File: src/rtl/dispatcher_rr.sv
// Two-way round-robin dispatcher: one valid/ready stream fanned out to two 2-entry lane FIFOs.
// Latency: an accepted item reaches its lane head one cycle later (more if the lane is occupied).
// Backpressure: in_ready depends on registered lane occupancy only; a stalled lane is skipped
//   unless DISPATCHER_RR_STRICT_EN is defined, in which case the input waits for the preferred lane.
//
// Ports:
//   clk, reset          - rising-edge clock, synchronous active-high reset
//   in_valid/in_data    - producer stream, in_ready = item accepted this cycle
//   out_N_valid/data    - lane N FIFO head, out_N_ready = consumer takes the head
// Parameters: DWIDTH (item width), PRIORITY_0 (1: lane 0 receives the first item after reset).
// Optional macro: DISPATCHER_RR_STRICT_EN selects strict 0,1,0,1 alternation.
module dispatcher_rr #(
    parameter int DWIDTH     = 16,
    parameter int PRIORITY_0 = 1
) (
    input  logic              clk,
    input  logic              reset,
    input  logic              in_valid,
    input  logic [DWIDTH-1:0] in_data,
    output logic              in_ready,
    output logic              out_0_valid,
    output logic [DWIDTH-1:0] out_0_data,
    input  logic              out_0_ready,
    output logic              out_1_valid,
    output logic [DWIDTH-1:0] out_1_data,
    input  logic              out_1_ready
);

    // Lane FIFO state
    logic [1:0]        r_cnt0, r_cnt1;
    logic              r_rd0, r_wr0, r_rd1, r_wr1;
    logic [DWIDTH-1:0] r_mem0 [2];
    logic [DWIDTH-1:0] r_mem1 [2];

    // Lane that received the most recent item
    logic r_last;

    logic w_space0, w_space1;
    logic w_pref;
    logic w_target;
    logic w_in_ready;
    logic w_acc;
    logic w_push0, w_push1, w_pop0, w_pop1;

    // Space ignores a same-cycle pop, so there is no ready-to-ready combinational path.
    assign w_space0 = (r_cnt0 != 2'd2);
    assign w_space1 = (r_cnt1 != 2'd2);
    assign w_pref   = ~r_last;

`ifdef DISPATCHER_RR_STRICT_EN
    assign w_target   = w_pref;
    assign w_in_ready = w_pref ? w_space1 : w_space0;
`else
    // Fall back to the other lane when the preferred one is full.
    assign w_target   = (w_pref ? w_space1 : w_space0) ? w_pref : ~w_pref;
    assign w_in_ready = w_space0 | w_space1;
`endif

    assign w_acc   = in_valid & w_in_ready;
    assign w_push0 = w_acc & ~w_target;
    assign w_push1 = w_acc & w_target;
    assign w_pop0  = (r_cnt0 != 2'd0) & out_0_ready;
    assign w_pop1  = (r_cnt1 != 2'd0) & out_1_ready;

    assign in_ready    = w_in_ready;
    assign out_0_valid = (r_cnt0 != 2'd0);
    assign out_1_valid = (r_cnt1 != 2'd0);
    assign out_0_data  = r_mem0[r_rd0];
    assign out_1_data  = r_mem1[r_rd1];

    always_ff @(posedge clk) begin
        if (reset) begin
            r_last <= (PRIORITY_0 == 1) ? 1'b1 : 1'b0;
        end else if (w_acc) begin
            r_last <= w_target;
        end
    end

    // Lane 0 FIFO
    always_ff @(posedge clk) begin
        if (reset) begin
            r_cnt0 <= 2'd0;
            r_rd0  <= 1'b0;
            r_wr0  <= 1'b0;
            for (int i = 0; i < 2; i++) begin
                r_mem0[i] <= '0;
            end
        end else begin
            if (w_push0) begin
                r_mem0[r_wr0] <= in_data;
                r_wr0         <= ~r_wr0;
            end
            if (w_pop0) begin
                r_rd0 <= ~r_rd0;
            end
            case ({w_push0, w_pop0})
                2'b10:   r_cnt0 <= r_cnt0 + 2'd1;
                2'b01:   r_cnt0 <= r_cnt0 - 2'd1;
                default: r_cnt0 <= r_cnt0;
            endcase
        end
    end

    // Lane 1 FIFO
    always_ff @(posedge clk) begin
        if (reset) begin
            r_cnt1 <= 2'd0;
            r_rd1  <= 1'b0;
            r_wr1  <= 1'b0;
            for (int i = 0; i < 2; i++) begin
                r_mem1[i] <= '0;
            end
        end else begin
            if (w_push1) begin
                r_mem1[r_wr1] <= in_data;
                r_wr1         <= ~r_wr1;
            end
            if (w_pop1) begin
                r_rd1 <= ~r_rd1;
            end
            case ({w_push1, w_pop1})
                2'b10:   r_cnt1 <= r_cnt1 + 2'd1;
                2'b01:   r_cnt1 <= r_cnt1 - 2'd1;
                default: r_cnt1 <= r_cnt1;
            endcase
        end
    end

endmodule
File: config.mk
export PLATFORM = sky130hd
export DESIGN_NAME = dispatcher_rr
export DESIGN_NICKNAME = d
export VERILOG_FILES = /design/src/rtl/dispatcher_rr.sv
export SDC_FILE = /design/constraint.sdc
export NUM_CORES = 1
export LEC_CHECK = 0
export ABC_AREA = 1
export CAP_MARGIN = 10
export CORE_MARGIN = 5
export CORE_UTILIZATION = 56
export DETAILED_ROUTE_END_ITERATION = 6
export MAX_ROUTING_LAYER = met4
export PLACE_DENSITY_LB_ADDON = 0.25
export SYNTH_ARGS = -nofsm -noshare
export SYNTH_HDL_FRONTEND = slang
export SYNTH_SLANG_ARGS = --single-unit
File: constraint.sdc
create_clock -name clk -period 4.35 [get_ports clk]
set_input_delay 1.305 -clock clk [delete_from_list [all_inputs] [get_ports clk]]
set_output_delay 1.305 -clock clk [all_outputs]
set_load 0.005 [all_outputs]
======== Word level (Yosys, flattened, before mapping) ========
Memory sizes are Yosys's and may differ from the RTL's. A register that Yosys moved wholly into a read port is not among the register bits.
Cells that the tools add are included.
operators by class
  $add $sub $neg .......................... 4
  eq/ne operators ......................... 6
  muxes and demuxes ....................... 22
  bitwise logic cells ..................... 12
  reductions and logical operators ........ 6
operators with widths
  kind                   count
  $mux W16               2
  $reduce_or A16 Y1      2
  $mux W1                18
  $pmux W2 S2            2
  $reduce_bool A2 Y1     4
  $not A1 Y1             6
  $and A1 B1 Y1          5
  $add A2 B1 Y2 const B  2
  $eq A2 B1 Y1 const B   2
  $eq A2 B2 Y1 const B   2
  $ne A2 B2 Y1 const B   2
  $sub A2 B1 Y2 const B  2
  $or A1 B1 Y1           1
word-level totals
  register bits ........................... 9
  RAM bits ................................ 64
  bits of input ports ..................... 21
  output and inout bits ................... 35
  word-level logic and storage cells ...... 59
  memories ................................ 2
memory list
  name    depth  width  rd ports  clocked after memory_dff  wr ports  RTL line  text
  r_mem0  2      16     1         1                         2         32        logic [DWIDTH-1:0] r_mem0 [2];
  r_mem1  2      16     1         1                         2         33        logic [DWIDTH-1:0] r_mem1 [2];

======== Depth between registers and ports, before layout ========
  depth after elaboration ................. 10
  mapped depth ............................ 11

======== Worst setup path after synthesis ========
OpenSTA, ideal clock, no wires.
  path kind ............................... input to register
  start ................................... in in_valid
  end ..................................... mem r_mem0[0][0] (enable)
  setup time .............................. 372 ps
  arrival ................................. 2258 ps
  required time ........................... 3978 ps
  path slack .............................. 1720 ps
  cell stages on the path ................. 5
  cell sequence ........................... inv_1 nor2_8 nand4_4 buf_6 nand2_1
RTL lines
  item         RTL line  text
  from (decl)  18        input logic in_valid,
  to (decl)    32

==> results.sh <==
export IMPL_worst_r2r_setup_slack_ns=2.29
export IMPL_cp_slowest_stage_delay_ns=0.79
export IMPL_min_path_cells=1
export IMPL_clock_sinks=75
export IMPL_drive_above_1_share_pct=18.9
export IMPL_drt_iter0_drc=179
export IMPL_worst_slew_pin_slew_ns=0.726
export IMPL_antenna_found_initial=0
export IMPL_ios=56
export IMPL_clockBufferDepth=2
export IMPL_arrival_ns=2.04
export IMPL_crit_path_max_fanout=16
export IMPL_die_h_um=86.4
export IMPL_vias=2099
export IMPL_report_final_slew_viol_count=0
export IMPL_post_cts_buffers=0
export IMPL_yosys_warnings=0
export IMPL_cts_root_buf="clkbuf_8"
export IMPL_endpoint_kind="primary output"
export IMPL_worstSetupPathType="reg2out"
export IMPL_dp_slack_ns=0.764
export IMPL_placed_cells=378
export IMPL_relSlewSlack_pct=51.6
export IMPL_drv_cap=0
export IMPL_crit_family="flip-flops"
export IMPL_regToRegEndpoint="r_mem1[0][14]$_SDFFCE_PN0P_"
export IMPL_cts_hold_fix_buffers=0
export IMPL_hpwl_um=4430
export IMPL_slowest_stage="dfxtp_1"
export IMPL_placementRows=27
export IMPL_drc=0
export IMPL_grt_usage_pct=19.1
export IMPL_cts_tree="yes"
export IMPL_ant_nets=0
export IMPL_design_area_um2=4080
export IMPL_finalNonFillerCells=394
export IMPL_cts_resized=0
export IMPL_layout_area_overhead_vs_synth_pct=24.8
export IMPL_routabilityCongestion=0.798
export IMPL_die_area_um2=7460
export IMPL_hp_class="reg2reg"
export IMPL_vias_per_cell=5.33
export IMPL_setup_viol=0
export IMPL_fin_ws_ns=1.00
export IMPL_hp_start="r_rd1$_SDFFE_PP0P_"
export IMPL_ys_seq_elements=75
export IMPL_rsz0062_at_grt="no"
export IMPL_outcome="finished, final reports clean"
export IMPL_crit_buf_inv=1
export IMPL_die_w_um=86.4
export IMPL_gr_total_overflow=0
export IMPL_place_area_um2=3840
export IMPL_grt_max_degree=19
export IMPL_fin_crit_sh_pct=77.0
export IMPL_cts_htree_levels=3
export IMPL_leakage_nw=1.63
export IMPL_fin_setup_tns_ns=0
export IMPL_clock_latency_ns=0.34
export IMPL_routedWlPerCell_um=15.9
export IMPL_firstDrtPassIters=5
export IMPL_critical_path_required_ns=3.04
export IMPL_syn_area_per_cell_um2=12.6
export IMPL_start_util_pct=58.6
export IMPL_fin_nets=340
export IMPL_peakVddDrop_v=0.000393
export IMPL_wirelength_um=6260
export IMPL_crit_path_cell_trace="mux2_2 > clkdlybuf4s50_1"
export IMPL_synthDistinctLibCells=23
export IMPL_finClkSkew_ns=0.00693
export IMPL_post_route_util_pct=73.2
export IMPL_startpoint_type="flip-flop"
export IMPL_fin_total_pwr_mw=1.96
export IMPL_r2r_start="r_cnt0[0]$_SDFFE_PP0P_"
export IMPL_cts_buffers_inserted=9
export IMPL_rr_worst_depth=6
export IMPL_syn_nets=283
export IMPL_period_minus_slack_ns=3.35
export IMPL_synth_cells=260
export IMPL_synth_cell_area_um2=3270
export IMPL_path_clk_slew_ns=0.08
export IMPL_hold_violations=0
export IMPL_core_um2=5570
export IMPL_io_buffers=55
export IMPL_p_per_area_nw_per_um2=481
export IMPL_yosysSeqAreaShare_pct=65.5
export IMPL_grt_pass1_wl_um=10200
export IMPL_grt_pass1_vias=2151
export IMPL_clock_fmax_mhz=299
export IMPL_antenna_cells=0
export IMPL_whs_ns=0.463
==> synth_stat cells <==
| library cell | count | share of area [%] |
|---|---|---|
| nand4_4 | 3 | 2.0 |
| edfxtp_1 | 64 | 59 |
| nor2_8 | 1 | 0.61 |
| dfxtp_1 | 11 | 6.7 |
| nor2_4 | 1 | 0.34 |
| o21ai_0 | 5 | 0.77 |
| clkbuf_1 | 1 | 0.11 |
| ha_1 | 2 | 0.77 |
| nand3_4 | 1 | 0.54 |
| nor2_1 | 69 | 7.9 |
| clkinv_1 | 1 | 0.11 |
| o21bai_1 | 2 | 0.46 |
| buf_2 | 4 | 0.61 |
| o21a_1 | 2 | 0.46 |
| buf_6 | 4 | 1.4 |
| mux2_2 | 32 | 11 |
| a21oi_1 | 8 | 1.2 |
| inv_2 | 2 | 0.23 |
| nand2_2 | 4 | 0.77 |
| nand3_1 | 4 | 0.61 |
| or2_2 | 1 | 0.19 |
| nand2_1 | 16 | 1.8 |
| inv_1 | 22 | 2.5 |
==> power breakdown <==
group          internal [mW]  switching, mW  leakage (nW)  total (mW)
Combinational          0.236          0.177         0.751       0.412
Sequential             0.862         0.0611         0.756       0.923
Clock                  0.380          0.249         0.119       0.628
Total                   1.48          0.487          1.63        1.96
==> cells in the final DEF, fill, tap and decap left out, drive strengths merged <==
master         netlist  layout
bufinv               0       3
o21a                 2       2
nor2                71      71
clkbuf               1       9
mux2                32      32
clkdlybuf4s50        0      55
nand4                3       3
ha                   2       2
a21oi                8       8
dfxtp               11      11
nand2               20      20
inv                 24      24
or2                  1       1
edfxtp              64      64
nand3                5       5
o21ai                5       5
o21bai               2       2
clkinvlp             0       1
clkinv               1       4
==> sequential cells by signal, indices dropped and copies added (netlist names), named ones only <==
name / count
r_mem0: 32
r_mem1: 32
r_cnt0: 2
r_cnt1: 2
r_last: 1
r_rd0: 1
r_rd1: 1
r_wr0: 1
r_wr1: 1
==> metal layers <==
| layer | track usage, % | up-vias | wire, um | share of wire, % |
|---|---|---|---|---|
| li1 | - | 1001 | - | - |
| met1 | 22.4 | 1007 | 2350 | 37 |
| met2 | 31.3 | 82 | 3330 | 53 |
| met3 | 5.13 | 9 | 484 | 7.7 |
| met4 | 7.93 | 0 | 100 | 1.6 |
| met5 | - | - | 0 | 0 |
==> worst max path at each step <==
| stage | slack, ns | startpoint | to | depth (start not counted) |
|---|---|---|---|---|
| after floorplan | 1.72 | in_valid | r_mem0[0][0]$_SDFFCE_PN0P_ | 5 |
| after global placement | 0.83 | reset | r_mem1[0][10]$_SDFFCE_PN0P_ | 4 |
| after detailed placement | 0.76 | reset | r_mem1[0][8]$_SDFFCE_PN0P_ | 4 |
| after CTS | 0.97 | flip-flop | out_1_data[6] | 2 |
| after global routing | 0.91 | flip-flop | out_1_data[6] | 2 |
| final | 1.00 | flip-flop | out_1_data[6] | 2 |
==> logic make-up (layout without fill, tap and decap cells) <==
group | count (synthesis) | after routing | synth area share, %
AND/OR/NAND/NOR | 100 | 100 | 14.8
adder cells (fa/ha/maj) | 2 | 2 | 0.766
buffers and inverters | 34 | 96 | 4.98
multiplexers | 32 | 32 | 11.0
AO/OA/AOI/OAI | 17 | 17 | 2.91
flip-flops | 75 | 75 | 65.5
==> final cells by class <==
class,instances,area (um2)
multi-input combinational,151,963
sequential,75,2140
inverter,25,93.8
clock inverter,7,116
clock buffer,9,124
timing repair buffer,55,551
tap,72,90.1
fill,390,1490
Power figures use the tool's default switching activity.
